`config.mk`:
```
export PLATFORM = sky130hd
export DESIGN_NAME = mips150_io_ctrl
export DESIGN_NICKNAME = d
export VERILOG_FILES = /design/src/rtl/mips150_io_pkg.sv /design/src/rtl/io_uart_rx.sv /design/src/rtl/mips150_io_ctrl.sv
export SDC_FILE = /design/constraint.sdc
export NUM_CORES = 1
export LEC_CHECK = 0
export CAP_MARGIN = 30
export CORE_ASPECT_RATIO = 1.2
export CORE_MARGIN = 4
export CORE_UTILIZATION = 38
export CTS_CLUSTER_DIAMETER = 40
export DETAILED_ROUTE_END_ITERATION = 8
export GPL_ROUTABILITY_DRIVEN = 0
export MAX_ROUTING_LAYER = met4
export PLACE_DENSITY = 0.62
export REMOVE_ABC_BUFFERS = 1
export SETUP_SLACK_MARGIN = 0.15
export SLEW_MARGIN = 20
export SYNTH_ARGS = -nofsm -noshare
export SYNTH_HDL_FRONTEND = slang
export SYNTH_HIERARCHICAL = 1
export SYNTH_SLANG_ARGS = --single-unit
```
`constraint.sdc`:
```
create_clock -name clk -period 3.1 [get_ports clk]
set_input_delay 0.31 -clock clk [delete_from_list [all_inputs] [get_ports clk]]
set_output_delay 0.31 -clock clk [all_outputs]
set_load 0.03 [all_outputs]
```
`src/rtl/mips150_io_pkg.sv`:
```
// Shared definitions for the MIPS150 memory-mapped IO block: register word
// offsets (byte offset >> 2), the UART state encoding and the RX FIFO depth.
package mips150_io_pkg;

    localparam logic [5:0] IO_TX_STAT = 6'h00;
    localparam logic [5:0] IO_RX_STAT = 6'h01;
    localparam logic [5:0] IO_TX_DATA = 6'h02;
    localparam logic [5:0] IO_RX_DATA = 6'h03;
    localparam logic [5:0] IO_CYC_CNT = 6'h04;
    localparam logic [5:0] IO_INS_CNT = 6'h05;
    localparam logic [5:0] IO_CNT_RST = 6'h06;

    localparam int RX_FIFO_DEPTH = 4;

    typedef enum logic [1:0] {IDLE, START, DATA, STOP} uartState_t;

endpackage

```
`src/rtl/io_uart_rx.sv`:
```
// UART 8N1 receiver: 2-FF synchronizer, mid-bit sampling FSM, and a one-cycle
// push pulse with the received byte when the stop bit is valid.
module io_uart_rx #(
    parameter int CLKS_PER_BIT = 434
) (
    input  logic       clk,
    input  logic       rst,
    input  logic       serialIn,
    output logic [7:0] rxByte,
    output logic       rxPush
);
    import mips150_io_pkg::*;

    localparam int CW = $clog2(CLKS_PER_BIT);
    localparam logic [CW-1:0] LAST = CW'(CLKS_PER_BIT - 1);
    localparam logic [CW-1:0] HALF = CW'(CLKS_PER_BIT / 2 - 1);

    logic sync1, sync2, linePrev;
    uartState_t state, stateNext;
    logic [CW-1:0] cnt, cntNext;
    logic [2:0] bitIdx, bitIdxNext;
    logic [7:0] shift, shiftNext;
    logic pushNext;

    always_ff @(posedge clk) begin
        if (rst) begin
            sync1    <= 1'b1;
            sync2    <= 1'b1;
            linePrev <= 1'b1;
            state    <= IDLE;
            cnt      <= '0;
            bitIdx   <= '0;
            shift    <= '0;
            rxPush   <= 1'b0;
        end else begin
            sync1    <= serialIn;
            sync2    <= sync1;
            linePrev <= sync2;
            state    <= stateNext;
            cnt      <= cntNext;
            bitIdx   <= bitIdxNext;
            shift    <= shiftNext;
            rxPush   <= pushNext;
        end
    end

    assign rxByte = shift;

    // After the half-bit START wait, every later sample lands mid-bit.
    always_comb begin
        stateNext  = state;
        cntNext    = cnt + 1'b1;
        bitIdxNext = bitIdx;
        shiftNext  = shift;
        pushNext   = 1'b0;
        unique case (state)
            IDLE: begin
                cntNext = '0;
                if (linePrev && !sync2) stateNext = START;
            end
            START: begin
                if (cnt == HALF) begin
                    cntNext    = '0;
                    bitIdxNext = '0;
                    stateNext  = sync2 ? IDLE : DATA;
                end
            end
            DATA: begin
                if (cnt == LAST) begin
                    cntNext    = '0;
                    shiftNext  = {sync2, shift[7:1]};
                    bitIdxNext = bitIdx + 3'd1;
                    if (bitIdx == 3'd7) stateNext = STOP;
                end
            end
            STOP: begin
                if (cnt == LAST) begin
                    cntNext   = '0;
                    pushNext  = sync2;
                    stateNext = IDLE;
                end
            end
            default: stateNext = IDLE;
        endcase
    end

endmodule

```
`src/rtl/mips150_io_ctrl.sv`:
```
// MIPS150 memory-mapped IO slave: UART TX/RX, cycle and retired-instruction counters.
// Define MIPS150_IO_RX_FIFO_EN to replace the single-byte RX buffer with a 4-entry FIFO.
module mips150_io_ctrl #(
    parameter int CLK_HZ = 50000000,
    parameter int BAUD   = 115200
) (
    input  logic        clk,
    input  logic        rst,
    input  logic [7:0]  addr,
    input  logic [3:0]  wr_mask,
    input  logic [31:0] wdata,
    input  logic        rd_en,
    input  logic        instr_retire,
    output logic [31:0] rdata,
    input  logic        serial_in,
    output logic        serial_out
);
    import mips150_io_pkg::*;

    localparam int CLKS_PER_BIT = CLK_HZ / BAUD;
    localparam int CW = $clog2(CLKS_PER_BIT);
    localparam logic [CW-1:0] LAST = CW'(CLKS_PER_BIT - 1);

    logic [5:0] regSel;
    logic wrEn, rdEn, txWrite, cntClear, rxPop, ovrClear;
    logic unusedBits;

    assign regSel     = addr[7:2];
    assign wrEn       = |wr_mask;
    assign rdEn       = rd_en && !wrEn;
    assign txWrite    = wrEn && (regSel == IO_TX_DATA);
    assign cntClear   = wrEn && (regSel == IO_CNT_RST);
    assign rxPop      = rdEn && (regSel == IO_RX_DATA);
    assign ovrClear   = rdEn && (regSel == IO_RX_STAT);
    assign unusedBits = ^{addr[1:0], wdata[31:8]};

    uartState_t txState, txStateNext;
    logic [CW-1:0] txCnt, txCntNext;
    logic [2:0] txBit, txBitNext;
    logic [7:0] txShift, txShiftNext;
    logic txReady;

    assign txReady = (txState == IDLE);

    always_ff @(posedge clk) begin
        if (rst) begin
            txState <= IDLE;
            txCnt   <= '0;
            txBit   <= '0;
            txShift <= '0;
        end else begin
            txState <= txStateNext;
            txCnt   <= txCntNext;
            txBit   <= txBitNext;
            txShift <= txShiftNext;
        end
    end

    // Writes outside IDLE fall through untouched, which silently drops them.
    always_comb begin
        txStateNext = txState;
        txCntNext   = txCnt + 1'b1;
        txBitNext   = txBit;
        txShiftNext = txShift;
        serial_out  = 1'b1;
        unique case (txState)
            IDLE: begin
                txCntNext = '0;
                if (txWrite) begin
                    txShiftNext = wdata[7:0];
                    txBitNext   = '0;
                    txStateNext = START;
                end
            end
            START: begin
                serial_out = 1'b0;
                if (txCnt == LAST) begin
                    txCntNext   = '0;
                    txStateNext = DATA;
                end
            end
            DATA: begin
                serial_out = txShift[0];
                if (txCnt == LAST) begin
                    txCntNext   = '0;
                    txShiftNext = {1'b0, txShift[7:1]};
                    txBitNext   = txBit + 3'd1;
                    if (txBit == 3'd7) txStateNext = STOP;
                end
            end
            STOP: begin
                if (txCnt == LAST) begin
                    txCntNext   = '0;
                    txStateNext = IDLE;
                end
            end
            default: txStateNext = IDLE;
        endcase
    end

    logic [7:0] rxByte;
    logic rxPush;

    io_uart_rx #(.CLKS_PER_BIT(CLKS_PER_BIT)) uartRx (
        .clk     (clk),
        .rst     (rst),
        .serialIn(serial_in),
        .rxByte  (rxByte),
        .rxPush  (rxPush)
    );

    logic rxValid, popOk, pushOk, rxDrop, overrun;
    logic [7:0] rxHead;

    assign popOk  = rxPop && rxValid;
    assign rxDrop = rxPush && !pushOk;

`ifdef MIPS150_IO_RX_FIFO_EN
    localparam int PW = $clog2(RX_FIFO_DEPTH);
    logic [7:0] fifoMem [RX_FIFO_DEPTH];
    logic [PW-1:0] wrPtr, rdPtr;
    logic [PW:0] fifoCount;

    assign rxValid = (fifoCount != '0);
    assign rxHead  = fifoMem[rdPtr];
    assign pushOk  = rxPush && ((fifoCount != (PW+1)'(RX_FIFO_DEPTH)) || popOk);

    always_ff @(posedge clk) begin
        if (pushOk) fifoMem[wrPtr] <= rxByte;
    end

    always_ff @(posedge clk) begin
        if (rst) begin
            wrPtr     <= '0;
            rdPtr     <= '0;
            fifoCount <= '0;
        end else begin
            if (pushOk) wrPtr <= wrPtr + 1'b1;
            if (popOk)  rdPtr <= rdPtr + 1'b1;
            fifoCount <= fifoCount + (PW+1)'(pushOk) - (PW+1)'(popOk);
        end
    end
`else
    logic [7:0] rxBufData;
    logic rxFull;

    assign rxValid = rxFull;
    assign rxHead  = rxBufData;
    assign pushOk  = rxPush && (!rxFull || popOk);

    always_ff @(posedge clk) begin
        if (rst) begin
            rxFull    <= 1'b0;
            rxBufData <= '0;
        end else if (pushOk) begin
            rxFull    <= 1'b1;
            rxBufData <= rxByte;
        end else if (popOk) begin
            rxFull    <= 1'b0;
        end
    end
`endif

    logic [31:0] cycCnt, insCnt, readValue;

    // A dropped byte outranks a same-cycle status read so the loss is never hidden.
    always_ff @(posedge clk) begin
        if (rst) begin
            overrun <= 1'b0;
            cycCnt  <= '0;
            insCnt  <= '0;
            rdata   <= '0;
        end else begin
            if (rxDrop)        overrun <= 1'b1;
            else if (ovrClear) overrun <= 1'b0;
            cycCnt <= cntClear ? '0 : cycCnt + 32'd1;
            insCnt <= cntClear ? '0 : insCnt + 32'(instr_retire);
            rdata  <= rdEn ? readValue : '0;
        end
    end

    always_comb begin
        readValue = '0;
        case (regSel)
            IO_TX_STAT: readValue = {31'b0, txReady};
            IO_RX_STAT: readValue = {30'b0, overrun, rxValid};
            IO_RX_DATA: readValue = rxValid ? {24'b0, rxHead} : '0;
            IO_CYC_CNT: readValue = cycCnt;
            IO_INS_CNT: readValue = insCnt;
            default:    readValue = '0;
        endcase
    end

endmodule

```
# After elaboration in Yosys (flattened, before gate mapping)
# Index checks and enable logic that the tools add are counted.
# op_classes
add_sub_neg	6
n_eq_ne	27
muxes	34
bitwise_logic	3
reduce_logical	32
# ops
op	n
$pmux 32 s5	1
$add 32x1->32	1
$add 32x1->32 const B	1
$mux 9	3
$pmux 9 s3	1
$mux 8	3
$mux 2	11
$add 9x1->9 const B	2
$eq 6x3->1 const B	3
$eq 9x9->1 const B	2
$pmux 9 s2	1
$pmux 2 s4	2
$pmux 8 s2	1
$eq 6x2->1 const B	2
$mux 3	4
$pmux 3 s2	2
$ne 2x1->1 const B	5
$ne 2x2->1 const B	5
$reduce_and 5->1	2
$eq 9x8->1 const B	1
$logic_and 1x1->1	9
$eq 2x2->1 const B	4
$reduce_bool 2->1	4
$add 3x1->3 const B	2
15 further kinds	30
# totals
reg_bits	154
output_inout_bits	33
wordCells	120

# Logic depth before layout (Yosys ltp)
# Gate-level depths: netlist of run 1.
# logic_depth
word_depth	10
depth_mapped	7

# Hierarchy
# The synthesis of run 1 kept the hierarchy.
# modules_own_cells
mod	instances	cells_per_inst	area_each_um2
mips150_io_ctrl	1	648	5828.1
io_uart_rx	1	116	1114.8

# Worst setup path after synthesis of run 1
# Ideal clock, no wire load.
# synth_path
kind	reg-to-reg
from	register cycCnt[3]
to	register cycCnt[19]
setup_ns	0.070
t_arrival_ns	1.814
required_time_ns	3.030
slack_ns	1.216
path_stages_with_launch	6
n_path_buf	1
synth_period_minus_slack_ns	1.884
cell_sequence	dfxtp_1 > nand3_4 > or4_4 > buf_6 > or4_1 > a21oi_1
# synth_via
elab_chain_len	1
# synth_lines
element	line	source
start: declaration	mips150_io_ctrl.sv:164	logic [31:0] cycCnt, insCnt, readValue;
start signal: assignment	mips150_io_ctrl.sv:176	cycCnt <= cntClear ? '0 : cycCnt + 32'd1;
$add 32x1->32	mips150_io_ctrl.sv:176	
# Every way passes these cells.
# A chain may end at the register's enable or synchronous reset.

# Worst setup path in the final report of run 1
# layout_path
from	register txState[0]
to	output serial_out
# layout_via
elab_chain_len	2
# layout_lines
element	line	source
start: declaration	mips150_io_ctrl.sv:37	uartState_t txState, txStateNext;
start signal: assignment	mips150_io_ctrl.sv:52	txState <= txStateNext;
$eq 2x2->1 / $eq 2x1->1 (equally long branches)	mips150_io_ctrl.sv:66	unique case (txState)
$pmux 1 s2 *	mips150_io_ctrl.sv:66	
end: declaration	mips150_io_ctrl.sv:16	output logic serial_out
# Every way passes the cells marked *; elsewhere a longest branch is shown, timed or not.

==> flow_summary.yaml, run 1 <==
clock_tree:
  cts.sinks: 154
  post_cts_resized: 0
  holdBufCountCts: 0
  cts.reportedPaths.clkPinSlew_ps: 60
  insertion_delay_ps: 420
  cts_buffer_depth: 2
  cts_tree: "built"
  cts_max_level: 4
  cts_made_buffers: 17
  cts_setup_buffers: 0
  root_buffer: "clkbuf_16"
synth:
  ys_seq_elements: 154
  muxShareOfSynthArea_pct: 8.776
  synth.area.top_cells: "dfxtp_1, mux2i_1, nor2_1"
  synth_ff_type: "dfxtp_1"
  seq_area_frac_synth_pct: 44.40
  synth_top_area_share_pct: 44.40
  synth_top_cell_by_area: "dfxtp_1"
  synth-xor-area-share_pct: 4.163
  synthDistinctLibCells: 62
  synth_compound_area_share_pct: 13.12
  syn_area_sq_mm: 0.006943
  avgSynthCellArea_sq_um: 9.088
  yosysWarnings: 6
  synth_cells: 764
  synth_top_family_by_area: "simple AND/OR/NAND/NOR gates"
  yosys.area_share.simple_pct: 22.49
  synth_common_cells: "dfxtp_1, nor2_1, a21oi_1, nand2_1, mux2i_1"
  yosysMostFrequentCell: "dfxtp_1"
  synth_fa_ha_area_share_pct: 3.064
  ys_async_sr_fraction_pct: 0
  synth_edf_count: 0
place:
  dp_hpwl_microns: 10290
  place_ws_ps: 551.5
  placed_cells: 1016
  io_buffers: 55
critical_path:
  cp.depth: 6
  path_cells: "inv_1 -> ha_1 -> inv_2 -> nor2_1 -> a21oi_1 -> clkdlybuf4s50_1"
  worstSetupPathType: "flop to output port"
  startpoint: "txState[0]$_SDFFE_PP0P_"
  cp_slowest_cell: "clkdlybuf4s50_1"
  setup.worst_path.end: "serial_out"
  cp.arrival_ps: 2090
  cp_top_family: "buffers and inverters"
  r2r_slack_ps: 740
  crit_fanout: 5
  crit_buf_inv: 3
  reg2reg_depth: 5
  r2r_end: "cycCnt[24]$_SDFF_PP0_"
  worstPathRequired_ps: 2790
  timing.rr.start: "cycCnt[0]$_SDFF_PP0_"
  worst_setup_path_start_kind: "flop"
  critPathCaptureType: "output port"
  slowest_delay_ps: 700
pwr:
  clock_power_share_pct: 48.1
  switching_power_w: 0.001084
  max-vdd-ir-drop_uv: 353.4
  p_int_w: 0.003574
  pwr-share-comb_pct: 7.7
  netSwitchingFraction_pct: 23.27
  pwr-share-seq_pct: 44.1
  p_leak_nw: 2.740
  power_density_mw_per_mm2: 556.6
grt:
  grt_max_degree: 40
  grt_pass1_vias: 5250
  antenna_found_initial: 0
  track_usage_pct: 15.39
  overflow: 0
  grt_pass1_wl_microns: 25320
sta:
  rsz0062_at_grt: "no"
  hold_ws_ps: 405.3
  finalSetupViolCount: 0
  slew_violations: 0
  finalCriticalPeriod_ps: 2401
  tns_ps: 0
  fmax_ghz: 0.4164
  fin_skew_ps: 5.175
  relSlewSlack_pct: 44.38
  fin_ws_ps: 698.7
  tightest_slew_ps: 830.5
  fin_crit_sh_pct: 77.46
  hold_viol: 0
floorplan:
  ios: 82
  die_h_microns: 156.1
  chipWidth_microns: 131.4
  core_sq_mm: 0.01771
  die-area_sq_mm: 0.02051
  rows: 53
  start_util_pct: 39.21
final_layout:
  stdcell_count: 1048
  n_fill_cell: 1689
  drive_gt1_share_pct: 8.092
  syn_to_final_growth_pct: 20.53
  ff_latch_area_sq_mm: 0.003083
  insertedDiodeCount: 0
  finalNetCount: 881
  multiInputGateArea_sq_mm: 0.003586
route:
  drt_iter0_drc: 322
  ant_nets: 0
  viasPerCell: 5.333
  routed_wl_microns: 14840
  drc: 0
  first_pass_iters: 4
  vias: 5589
  post_drt_wl_per_cell_microns: 14.16
hold_path:
  hp-start: "uartRx/sync1$_SDFF_PP1_"
  hp-class: "flop to flop"
job:
  max-cap-violations: 0
status:
  outcome: "finished, final reports clean"
-- cell usage in the layout, fill, tap and decap left out, types with 16 or more instances in the layout --
master           netlist  layout
dfxtp_1              154     154
clkdlybuf4s50_1        0      54
nand3_1               30      30
a21oi_1               58      58
o31ai_1               31      31
inv_1                 25      25
mux2i_1               53      53
ha_1                  17      17
nor2_1                85      85
nand4_1               16      16
xnor2_1               18      18
or4_1                 34      34
clkbuf_16              0      17
nand2_1               56      55
-- power by group through the flow --
stage                     logic, W  registers, W  clock network [W]
after floorplan           0.000222       0.00209                  0
after global placement    0.000357       0.00210                  0
after detailed placement  0.000359       0.00210                  0
after CTS                 0.000364       0.00205            0.00229
after global routing      0.000401       0.00206            0.00237
final                     0.000360       0.00205            0.00224
-- per-layer routing --
layer / track usage, % / vias to the layer above / share of wire [%]
met5: - / - / 0
met1: 18.13 / 2614 / 45
met3: 3.097 / 19 / 3.4
li1: - / 2872 / -
met2: 25.96 / 84 / 49
met4: 6.203 / 0 / 1.7
-- how the worst min path moves through the flow --
| stage | slack [ps] | depth (start not counted) | endpoint |
|---|---|---|---|
| floorplan | 380 | 1 | txBit[1]$_SDFFE_PP0P_ |
| global placement | 390 | 1 | uartRx/sync2$_SDFF_PP1_ |
| detailed placement | 400 | 1 | uartRx/sync2$_SDFF_PP1_ |
| CTS | 410 | 1 | uartRx/sync2$_SDFF_PP1_ |
| global route | 430 | 1 | uartRx/sync2$_SDFF_PP1_ |
| finish | 410 | 1 | uartRx/sync2$_SDFF_PP1_ |
-- flip-flops by register name, indices dropped and copies added, names as in the netlist, named ones only --
signal           flops
rxBufData            8
uartRx/sync2         1
uartRx/cnt           9
txBit                3
cycCnt              32
txShift              8
uartRx/rxPush        1
txCnt                9
rdata               32
overrun              1
uartRx/rxByte        8
uartRx/sync1         1
uartRx/state         1
uartRx/linePrev      1
insCnt              32
txState              2
uartRx/bitIdx        3
rxFull               1
-- cell type report --
class,instances,area share (%)
clock buffers,19,5.413
clock inverters,13,2.288
well taps,220,3.289
repair buffers,71,8.104
inverters,27,1.211
multi-input cells,544,42.85
flip-flops and latches,154,36.84
-- cells by family (layout without fill, tap and decap cells) --
group                    count (synthesis)  after routing
AO/OA/AOI/OAI                          140            140
XOR/XNOR                                33             33
adder cells (fa/ha/maj)                 17             17
buffers and inverters                   66            130
flip-flops                             154            154
multiplexers                            60             60
AND/OR/NAND/NOR                        294            294
-- through the flow --
step	instance area (sq um)	power (W)	utilization, %
6_report	8368	0.004658	47.26
5_1_grt	8368	0.004831	47.26
4_1_cts	8368	0.004710	47.26
3_5_place_dp	7724	0.002457	43.62
3_3_place_gp	7724	0.002454	43.62
2_1_floorplan	6768	0.002313	-
Note: power is estimated with default switching activity, not from simulation.
==> run 2, diff against run 1 <==
--- a/config.mk
+++ b/config.mk
@@ -13,7 +13,7 @@
 export DETAILED_ROUTE_END_ITERATION = 8
 export GPL_ROUTABILITY_DRIVEN = 0
 export MAX_ROUTING_LAYER = met4
-export PLACE_DENSITY = 0.62
+export PLACE_DENSITY = 0.64
 export REMOVE_ABC_BUFFERS = 1
 export SETUP_SLACK_MARGIN = 0.15
 export SLEW_MARGIN = 20
==> constraint.sdc (replaced) <==
create_clock -name clk -period 2.1 [get_ports clk]
set_input_delay 0.21 -clock clk [delete_from_list [all_inputs] [get_ports clk]]
set_output_delay 0.21 -clock clk [all_outputs]
set_load 0.03 [all_outputs]
==> flow_summary.yaml, run 2 (synthesis gave the netlist of run 1 again) <==
status:
  outcome: "finished, final reports clean"
clock_tree:
  cts_made_buffers: 17
  cts_max_level: 4
  cts_buffer_depth: 2
  cts.reportedPaths.clkPinSlew_ps: 60
  cts_tree: "built"
  root_buffer: "clkbuf_16"
  insertion_delay_ps: 420
  holdBufCountCts: 0
  cts.sinks: 154
grt:
  overflow: 0
  antenna_found_initial: 0
  track_usage_pct: 16.10
  grt_pass1_vias: 5478
  grt_pass1_wl_microns: 26450
  grt_max_degree: 27
floorplan:
  core_sq_mm: 0.01771
  start_util_pct: 39.21
  die-area_sq_mm: 0.02051
  ios: 82
  rows: 53
  die_h_microns: 156.1
  chipWidth_microns: 131.4
place:
  dp_hpwl_microns: 10620
  dpl-instance-area_sq_mm: 0.008034
  io_buffers: 55
critical_path:
  critPathCaptureType: "flop"
  r2r_slack_ps: 140
  worstPathRequired_ps: 2460
  cp.arrival_ps: 2320
  worst_setup_path_start_kind: "flop"
  crit_fanout: 7
  timing.rr.start: "cycCnt[1]$_SDFF_PP0_"
  startpoint: "cycCnt[1]$_SDFF_PP0_"
  worstSetupPathType: "flop to flop"
job:
  max-cap-violations: 0
final_layout:
  drive_gt1_share_pct: 16.82
  finalNetCount: 929
  layout_commonest_cell: "dfxtp_1"
  post-route-util_pct: 49.97
  finalInstanceArea_sq_mm: 0.008847
  top_regs: "cycCnt: 32 flops, insCnt: 32 flops, rdata: 32 flops"
  final_cell_mix: "dfxtp_1, nor2_1, buf_4"
  syn_to_final_growth_pct: 27.43
  insertedDiodeCount: 0
route:
  first_pass_iters: 5
  routed_wl_microns: 16040
  ant_nets: 0
  post_drt_wl_per_cell_microns: 14.66
  viasPerCell: 5.313
  drc: 0
  drt_iter0_drc: 315
  vias: 5812
sta:
  fmax_ghz: 0.5108
  tightest_slew_ps: 847.5
  rsz0062_at_grt: "yes"
  finalCriticalPeriod_ps: 1958
  hold_viol: 0
  fin_crit_sh_pct: 93.23
  hold_ws_ps: 300.4
  fin_skew_ps: 6.269
  slew_violations: 0
  relSlewSlack_pct: 43.24
  finalSetupViolCount: 0
  tns_ps: 0
pwr:
  power_density_mw_per_mm2: 755.5
  max-vdd-ir-drop_uv: 564.9
  p_leak_nw: 2.995
hold_path:
  hp-class: "input pin to flop"
  hp-start: "addr[2]"
[run 2: area by class of cell]
cell class	instances	area [sq um]
inverter	27	103.9
tap	220	275.3
timing repair buffer	117	1084
sequential	154	3105
clock inverter	7	90.09
clock buffer	23	498.0
fill	1631	8859
multi-input combinational	546	3691
[run 2: metrics by stage]
step           total power [W]  setup WS, ps  cells
4_1_cts               0.006743         120.4   1087
6_report              0.006684         142.1   1094
3_3_place_gp          0.003677        -61.57   1051
5_1_grt               0.006933         100.2   1094
2_1_floorplan         0.003414        -26.83    725
3_5_place_dp          0.003679        -131.6   1051
[run 2: critical path: stages, from the launching register on]
cell     delay, ps
dfxtp_4        370
ha_4           150
nand2_2         50
or4_4          550
buf_8          170
or4_4          470
a21oi_1        120
[run 2: worst paths after layout]
path | to | depth (start not counted)
worst max-delay path | cycCnt[24]$_SDFF_PP0_ | 6
worst min-delay path | overrun$_SDFFE_PP0P_ | 3
worst max register to register | cycCnt[24]$_SDFF_PP0_ | 6
worst min register to register | uartRx/sync2$_SDFF_PP1_ | 1
[run 2: what timing repair did]
item / 4_1_cts / 5_1_grt
endpoints found under the setup margin: 14 / 22
gates cloned: 1 / 2
pin swaps: 3 / 14
buffers inserted: 5 / 5
resized for setup: 9 / 37
[run 2: routing by layer]
metal / vias up / GRT usage [%] / share of wire, %
met2: 96 / 27.40 / 50
met4: 0 / 6.553 / 1.7
met1: 2719 / 18.70 / 45
met3: 20 / 3.323 / 3.3
met5: - / - / 0
li1: 2977 / - / -
[run 2: power breakdown]
group | switching (W) | internal (W) | total, W
clock | 0.00116 | 0.00189 | 0.00305
combinational | 0.000322 | 0.000278 | 0.000601
sequential | 0.0000454 | 0.00299 | 0.00304
==> run 3, diff against run 2 <==
--- a/config.mk
+++ b/config.mk
@@ -8,12 +8,11 @@
 export CAP_MARGIN = 30
 export CORE_ASPECT_RATIO = 1.2
 export CORE_MARGIN = 4
-export CORE_UTILIZATION = 38
+export CORE_UTILIZATION = 40
 export CTS_CLUSTER_DIAMETER = 40
 export DETAILED_ROUTE_END_ITERATION = 8
 export GPL_ROUTABILITY_DRIVEN = 0
-export MAX_ROUTING_LAYER = met4
-export PLACE_DENSITY = 0.64
+export PLACE_DENSITY = 0.67
 export REMOVE_ABC_BUFFERS = 1
 export SETUP_SLACK_MARGIN = 0.15
 export SLEW_MARGIN = 20
==> flow_summary.yaml, run 3 (synthesis gave the netlist of run 1 again) <==
status:
  outcome: "finished, final reports clean"
clock_tree:
  cts.sinks: 154
  cts_tree: "built"
  cts_made_buffers: 17
  holdBufCountCts: 0
  cts_buffer_depth: 2
  cts_max_level: 4
  root_buffer: "clkbuf_16"
  insertion_delay_ps: 420
  cts.reportedPaths.clkPinSlew_ps: 60
sta:
  fmax_ghz: 0.5078
  fin_crit_sh_pct: 93.78
  hold_ws_ps: 283.5
  relSlewSlack_pct: 43.41
  finalSetupViolCount: 0
  slew_violations: 0
  hold_viol: 0
  finalCriticalPeriod_ps: 1969
  tns_ps: 0
  rsz0062_at_grt: "yes"
  tightest_slew_ps: 844.9
  fin_skew_ps: 7.237
critical_path:
  worst_setup_path_start_kind: "flop"
  cp_top_family: "simple AND/OR/NAND/NOR gates"
  cp_slowest_cell: "or4_4"
  path_cells: "nand4_1 -> buf_6 -> or4_4 -> or4_1 -> a21oi_2"
  critPathCaptureType: "flop"
  cp.arrival_ps: 2320
  crit_fanout: 5
  worstSetupPathType: "flop to flop"
  crit_buf_inv: 1
  worstPathRequired_ps: 2450
  slowest_delay_ps: 620
pwr:
  p_leak_nw: 3.000
  pwr-share-seq_pct: 45.9
  netSwitchingFraction_pct: 23.92
  pwr-share-comb_pct: 9.2
  max-vdd-ir-drop_uv: 559.5
  switching_power_w: 0.001580
  p_int_w: 0.005024
  clock_power_share_pct: 45.0
  power_density_mw_per_mm2: 744.7
final_layout:
  n_fill_cell: 1536
  final_cell_mix: "dfxtp_1, nor2_1, buf_4"
  syn_to_final_growth_pct: 27.72
  top_regs: "cycCnt: 32 flops, insCnt: 32 flops, rdata: 32 flops"
  finalNetCount: 929
  drive_gt1_share_pct: 17.35
  layout_commonest_cell: "dfxtp_1"
  insertedDiodeCount: 0
floorplan:
  ios: 82
  die_h_microns: 152.3
  chipWidth_microns: 128.3
  rows: 52
  core_sq_mm: 0.01698
  start_util_pct: 40.89
  die-area_sq_mm: 0.01954
grt:
  met3_usage_pct: 3.857
  grt_pass1_wl_microns: 27140
  track_usage_pct: 16.91
  grt_pass1_vias: 5619
  busiest_layer: "met2"
  antenna_found_initial: 1
  grt.met1_usage_pct: 20.55
  grt_max_degree: 26
  gr-usage-met2_pct: 29.08
  overflow: 0
route:
  drt_iter0_drc: 296
  routed_wl_microns: 16450
  first_pass_iters: 4
  drc: 0
  post_drt_wl_per_cell_microns: 15.06
  ant_nets: 0
  viasPerCell: 5.407
  vias: 5904
job:
  max-cap-violations: 0
place:
  dp_hpwl_microns: 10590
  io_buffers: 55
hold_path:
  hp-class: "input pin to flop"
## run 3: layout make-up
class	instances	area (sq um)	area share, %
Sequential cell	154	3112	35.09
Multi-Input combinational cell	547	3717	41.92
Timing Repair Buffer	116	1087	12.26
Clock inverter	8	85.08	0.9595
Tap cell	216	270.3	3.048
Inverter	27	103.9	1.171
Clock buffer	24	491.7	5.545
## run 3: what timing repair did
action | 4_1_cts | 5_1_grt
gates cloned | 3 | 1
endpoints found under the setup margin | 11 | 28
setup buffers | 8 | 3
pin swaps | 11 | 15
resized for setup | 18 | 33
## run 3: metal layers
metal	vias up	share of wire, %
met3	26	3.9
met4	2	1.9
li1	2977	-
met1	2797	43
met5	-	0.079
met2	102	51
## run 3: worst min-delay path, delay by kind of cell
family | cells | cell delay, ps
AO/OA/AOI/OAI | 2 | 240
AND/OR/NAND/NOR | 1 | 60
buffers and inverters | 1 | 130
## run 3: power by group through the flow
stage          Combinational, W  Sequential [W]  Clock (W)
2_1_floorplan          0.000328         0.00309          0
3_3_place_gp           0.000572         0.00309          0
3_5_place_dp           0.000573         0.00309          0
4_1_cts                0.000599         0.00303    0.00304
5_1_grt                0.000671         0.00304    0.00316
6_report               0.000605         0.00303    0.00297
## run 3: path summary, 6_finish.rpt
| kind | startpoint | endpoint | slack, ps | cells after the start |
|---|---|---|---|---|
| hold reg to reg | uartRx/sync1$_SDFF_PP1_ | uartRx/sync2$_SDFF_PP1_ | 410 | 1 |
| hold / removal | addr[2] | rdata[0]$_SDFF_PP0_ | 280 | 4 |
| setup reg to reg | cycCnt[8]$_SDFF_PP0_ | cycCnt[23]$_SDFF_PP0_ | 130 | 5 |
| setup / recovery | cycCnt[8]$_SDFF_PP0_ | cycCnt[23]$_SDFF_PP0_ | 130 | 5 |
## run 3: metrics by stage
| step | power [W] | cells | util [%] | area, sq um | setup slack, ps |
|---|---|---|---|---|---|
| 2_1_floorplan | 0.003414 | 725 | - | 6768 | -26.83 |
| 3_3_place_gp | 0.003667 | 1045 | 47.18 | 8011 | -78.52 |
| 3_5_place_dp | 0.003668 | 1045 | 47.18 | 8011 | -141.8 |
| 4_1_cts | 0.006666 | 1088 | 51.47 | 8741 | 137.7 |
| 5_1_grt | 0.006871 | 1092 | 52.22 | 8867 | 90.93 |
| 6_report | 0.006604 | 1092 | 52.22 | 8867 | 130.5 |
